$ cat config.mk
export PLATFORM = sky130hd
export DESIGN_NAME = parking_gate_ctrl
export DESIGN_NICKNAME = d
export VERILOG_FILES = /design/src/rtl/parking_gate_ctrl.sv
export SDC_FILE = /design/constraint.sdc
export NUM_CORES = 1
export LEC_CHECK = 0
export BUFFER_PORTS_ARGS = -buffer_cell sky130_fd_sc_hd__clkbuf_2
export CAP_MARGIN = 20
export CORE_ASPECT_RATIO = 1.1
export CORE_UTILIZATION = 45
export CTS_BUF_LIST = sky130_fd_sc_hd__clkbuf_8 sky130_fd_sc_hd__clkbuf_16
export CTS_CLUSTER_SIZE = 30
export DETAILED_ROUTE_END_ITERATION = 6
export GPL_ROUTABILITY_DRIVEN = 0
export PLACE_DENSITY = 0.75
export SLEW_MARGIN = 20
export SYNTH_ARGS = -nofsm -noshare
export SYNTH_HDL_FRONTEND = slang
export SYNTH_SLANG_ARGS = --single-unit
export TNS_END_PERCENT = 1
$ cat constraint.sdc
create_clock -name clk -period 3.6 [get_ports clk]
set_input_delay 0.36 -clock clk [delete_from_list [all_inputs] [get_ports clk]]
set_output_delay 0.36 -clock clk [all_outputs]
set_load 0.005 [all_outputs]
$ cat src/rtl/parking_gate_ctrl.sv
// Entry-barrier controller: admits or denies cars at the entry gate based on
// the upstream occupied-slot count, times out an unused opening, and
// publishes registered full / free-slot status and an admitted-car count.
module parking_gate_ctrl #(
  parameter int unsigned CAPACITY    = 8,
  parameter int unsigned OPEN_CYCLES = 16,
  parameter int unsigned TMR_W       = 5
) (
  input  logic       clk,
  input  logic       rst_n,
  input  logic [3:0] num,
  input  logic       entry_sensor,
  input  logic       pass_sensor,
  output logic       gate_open,
  output logic       full,
  output logic [3:0] free_slots,
  output logic       deny,
  output logic       timeout,
  output logic [7:0] entries
);

  localparam logic [3:0]       CAP      = 4'(CAPACITY);
  localparam logic [TMR_W-1:0] TMR_LAST = TMR_W'(OPEN_CYCLES - 1);

  typedef enum logic [1:0] {
    IDLE,
    OPEN,
    HOLD
  } state_t;

  state_t           state_q, state_d;
  logic             entry_prev_q;
  logic [TMR_W-1:0] timer_q, timer_d;
  logic             gate_q, gate_d;
  logic             deny_q, deny_d;
  logic             timeout_q, timeout_d;
  logic [7:0]       entries_q, entries_d;
  logic             full_q;
  logic [3:0]       free_q;

  logic lot_full;
  logic entry_rise;
  logic tmr_done;

  assign lot_full   = (num >= CAP);
  assign entry_rise = entry_sensor & ~entry_prev_q;
  assign tmr_done   = (timer_q == TMR_LAST);

  // Status path: full flag and saturated free-slot count, independent of the FSM
  always_ff @(posedge clk) begin
    if (!rst_n) begin
      full_q <= 1'b0;
      free_q <= CAP;
    end else begin
      full_q <= lot_full;
      free_q <= lot_full ? '0 : (CAP - num);
    end
  end

  // State register plus registered FSM outputs; entry_prev resets high so a
  // car already on the sensor at reset release must leave and return
  always_ff @(posedge clk) begin
    if (!rst_n) begin
      state_q      <= IDLE;
      entry_prev_q <= 1'b1;
      timer_q      <= '0;
      gate_q       <= 1'b0;
      deny_q       <= 1'b0;
      timeout_q    <= 1'b0;
      entries_q    <= '0;
    end else begin
      state_q      <= state_d;
      entry_prev_q <= entry_sensor;
      timer_q      <= timer_d;
      gate_q       <= gate_d;
      deny_q       <= deny_d;
      timeout_q    <= timeout_d;
      entries_q    <= entries_d;
    end
  end

  // Next-state logic; pass takes priority over timer expiry in OPEN
  always_comb begin
    state_d = state_q;
    unique case (state_q)
      IDLE: begin
        if (entry_rise) state_d = lot_full ? HOLD : OPEN;
      end
      OPEN: begin
        if (pass_sensor || tmr_done) state_d = HOLD;
      end
      HOLD: begin
        if (!entry_sensor) state_d = IDLE;
      end
      default: state_d = IDLE;
    endcase
  end

  // Output/datapath next values, registered on the following edge
  always_comb begin
    gate_d    = (state_d == OPEN);
    deny_d    = 1'b0;
    timeout_d = 1'b0;
    entries_d = entries_q;
    timer_d   = timer_q;
    unique case (state_q)
      IDLE: begin
        timer_d = '0;
        deny_d  = entry_rise & lot_full;
      end
      OPEN: begin
        timer_d = timer_q + 1'b1;
        if (pass_sensor) entries_d = entries_q + 8'd1;
        else             timeout_d = tmr_done;
      end
      default: ;
    endcase
  end

  assign gate_open  = gate_q;
  assign deny       = deny_q;
  assign timeout    = timeout_q;
  assign entries    = entries_q;
  assign full       = full_q;
  assign free_slots = free_q;

endmodule

**Word-level counts from Yosys, hierarchy flattened**

Index checks and enable logic that the tools add are counted.

- Multiplexer cells: 7
- Reductions and logical operators: 7
- $add $sub $neg: 3
- Shift-type cells: 0
- Bitwise gates (word level): 5
- $mul: 0
- Magnitude comparators: 1
- Div/mod/pow operators: 0
- Equality and inequality tests: 4

Operators by type and width:

| cell | number |
|---|---|
| 5-bit case mux with 2 select lines | 1 |
| 8-bit by 1-bit adder with 8-bit output, second input constant | 1 |
| 2-bit 2-to-1 mux | 4 |
| 2-bit case mux with 3 select lines | 1 |
| 5-bit by 1-bit adder with 5-bit output, second input constant | 1 |
| 5-bit by 4-bit equality test with 1-bit output, second input constant | 1 |
| 2-bit by 1-bit equality test with 1-bit output, second input constant | 2 |
| 4-bit >= comparator, second input constant | 1 |
| 4-bit 2-to-1 mux | 1 |
| 2-bit AND reduction | 2 |
| 4-bit subtractor, first input constant | 1 |
| 1-bit inverter | 3 |
| 3-bit OR reduction | 1 |
| 1-bit AND | 2 |
| 2-bit equality test, second input constant | 1 |
| 2-bit logical NOT | 1 |
| 2-bit nonzero test | 1 |
| 2-bit OR reduction | 1 |
| 1-bit logical OR | 1 |

- Bits in read-only memories: 0
- Bits in latches: 0
- Logic and storage cells: 37
- Output and inout port bits: 16
- Memories: 0
- Memory bits (writable): 0
- Register bits: 24

**Longest topological paths before layout**

- Depth in word-level cells: 5
- Gate-level depth with buffers: 6
- Gate-level depth less buffers: 6

**Worst setup path before layout**

Ideal clock, no wire load.

- Path type: register -> register
- From: reg entries_q[2] (netlist: entries[2])
- To: reg entries_q[5] (netlist: entries[5])
- Library setup time: 0.071 ns
- Buffers on the path: 0
- Cell stages (with the launch flop): 4
- Path slack: 2.311 ns
- Arrival time: 1.218 ns
- Cell sequence: dfxtp_1 > nand4b_1 > or4_1 > a21oi_1

- Longest elaborated chain between the ends: 1

Ends and longest elaborated chain:

| item | line | RTL |
|---|---|---|
| start, declared | 37 | `logic [7:0] entries_q, entries_d;` |
| start signal, assigned | 78 | `entries_q <= entries_d;` |
| 8-bit by 1-bit adder with 8-bit output | 113 | `if (pass_sensor) entries_d = entries_q + 8'd1;` |

Every way passes these cells.
A chain may end at the register's enable or synchronous reset.

**Final worst setup path**

- From: reg state_q[0]
- To: reg entries_q[5] (netlist: entries[5])

- Longest elaborated chain between the ends: 2

Ends and longest elaborated chain:

| item | line | RTL |
|---|---|---|
| start, declared | 31 | `state_t state_q, state_d;` |
| start signal, assigned | 72 | `state_q <= state_d;` |
| 2-bit by 1-bit equality test with 1-bit output | 106 | `unique case (state_q)` |
| 2-bit AND reduction (no line) | -- |  |

Every way passes these cells.

==> summary.txt <==
Status = finished clean
Drt pass-1 iters = 4
Slew headroom = 70.2%
Largest cells by area after synthesis = dfxtp_1 (49%), ha_1 (5.1%), a21oi_1 (4.1%), o21ai_0 (4.1%), nand2_1 (3.9%)
Total core area = 0.00202 mm^2
Final Critical Period = 1570 ps
Min-delay worst type = primary input to register
Leakage = 0.489 nW
Maxcap violations = 0
GRT Util Overall = 17.9%
Die area = 0.00235 mm^2
Largest net degree at the start of global routing = 15
Wirelength per Cell = 11.6 um
FFs w/ async S/R, synth = 0%
Critical path launch point type = register
Max-slew violations = 0
Layout cells sized above 1 = 21.5%
Post-route design area = 0.00118 mm^2
Post-synthesis cell area = 972 um^2
M1 WL = 792 um
WL final = 1840 um
Post-place instance area = 0.00111 mm^2
First-pass GRT wire length = 2990 um
Synth warn = 0
CP required = 3790 ps
Crit path from = state_q[0]
CTS clk-pin slew, worst paths = 80 ps
RSZ-0062 raised after global routing = no
Clock latency at the later pin of the worst-skew pair = 260 ps
Syn-to-layout area delta = 21.5%
Clk root buf = clkbuf_8
Dpl ws = 2030 ps
Syn Inst Count = 106
CTS Hold Bufs = 0
TritonCTS Buffers = 3
Setup ws final = 2030 ps
Synth area leader = dfxtp_1
IO buf count = 23
Top_reg_cell synth = dfxtp_1
Synth cell count leaders = dfxtp_1 (24), nand2_1 (10), a21oi_1 (8), o21ai_0 (8), nor2_1 (6)
Vias per cell = 5.32
Antenna Nets Post-Route = 0
Final core occ = 58.5%
Die Y = 50.8 um
Crit path max fanout = 12
Met2 WL = 932 um
H-tree Lvls = 1
Syn avg cell area = 9.17 um^2
GRT overflow = 0
Fmax = 635 MHz
Setup slack, reg-to-reg = 2030 ps
Max clock buf depth = 2
PwrDens = 446 mW/mm^2
CTS sink count = 24
Post_cts resized = 0
Number of synthesized register bits = 24
Slew @ Worst Pin = 446 ps
Vias in the first global route = 716
DIE WIDTH = 46.3 um
TritonCTS clock tree = built
Share of the synthesized area in the top cell type = 49.4%
Period utilization = 43.7%
DRC = 0
Crit Path Class = register to register
Synthesized net count = 118
Setup Skew = 1.56 ps
Nets@finish = 143
Critical Path End Type = register
Vias = 840
Hold Startpoint = num[1]
Site Rows = 17
DR iter-0 viols = 11
Multi-input gate area = 464 um^2
Final hold vios = 0
Most common cell in the netlist = dfxtp_1
Setup TNS = 0 ps
Highest routed layer = met4
Post-DP HPWL = 1350 um
Reg2reg start = state_q[0]
EDFF count, synth = 0
Arrival time worst endpoint = 1770 ps
Endpoints failing setup = 0
Seq/Total Area, Yosys = 49.4%
Post-synthesis cell type count = 29
Met3 Routed Length = 85 um
Fill count = 191
Postcts setup bufs = 0
I/O Pins = 24
Initial core utilization = 48.1%
ANT cells = 0
Initial antenna violation count = 0
Register area = 480 um^2
Peak supply drop = 0.302 mV
## state kept, by name, summed over array words and instances, names as in the netlist
signal,flops
entry_prev_q,1
deny,1
entries,8
gate_open,1
free_slots,4
state_q,2
timer_q,5
timeout,1
full,1
## report_power, final
group | switching, mW | internal (mW) | total, mW
registers | 0.00323 | 0.270 | 0.273
clock network | 0.0806 | 0.148 | 0.229
logic | 0.0129 | 0.0112 | 0.0241
total | 0.0968 | 0.430 | 0.527
## metal layers
layer / GRT usage, % / vias to the layer above
li1: - / 420
met1: 20.2 / 393
met2: 29.9 / 22
met3: 5.76 / 5
met4: 7.35 / 0
met5: 0 / -
## critical path: stages (launching register included)
cell	delay [ps]
dfxtp_1	530
nand4b_1	260
or4_1	560
a21oi_1	160
## area by class of cell
class	instances	share of cell area [%]
Clock buffer	3	3.50
Clock inverter	1	2.54
Inverter	4	1.27
Multi-Input combinational cell	75	39.3
Sequential cell	24	40.7
Tap cell	28	2.97
Timing Repair Buffer	23	9.75
## per-stage QoR
stage | hold WS [ps] | std cells | total power, mW
2_1_floorplan | 426 | 106 | 0.291
3_3_place_gp | 462 | 154 | 0.303
3_5_place_dp | 479 | 154 | 0.304
4_1_cts | 274 | 158 | 0.533
5_1_grt | 290 | 158 | 0.551
6_report | 278 | 158 | 0.527
## cell usage in the layout (no fill, tap or decap), drive strengths merged, types with 2 or more instances in the layout
master	netlist	routed
nand3b	2	2
clkbuf	2	26
nand3	2	2
or3	4	4
nor3	3	3
a21oi	8	8
nand2b	2	2
nand4b	2	2
ha	4	4
o21ai	8	8
nand2	10	10
o31ai	2	2
or4	2	2
nand4	2	2
and2	3	3
nor2	6	6
xor2	3	3
inv	4	4
nor2b	4	4
dfxtp	24	24
## final timing paths
check | cells past startpoint | endpoint
setup / recovery | 3 | entries[5]
hold / removal | 2 | free_slots[3]
setup reg to reg | 3 | entries[5]
hold reg to reg | 2 | entries[7]
## kinds of logic (layout without fill, tap and decap cells)
kind of cell / count (synthesis) / after routing / synth area share [%]
xor+xnor: 3 / 3 / 2.70
simple gates: 46 / 46 / 26.6
mux: 1 / 1 / 1.03
compound gates: 21 / 21 / 12.2
buf+inv: 7 / 31 / 2.83
flops: 24 / 24 / 49.4
fa+ha+maj: 4 / 4 / 5.15
No activity file was read; power rests on OpenSTA's default activity.
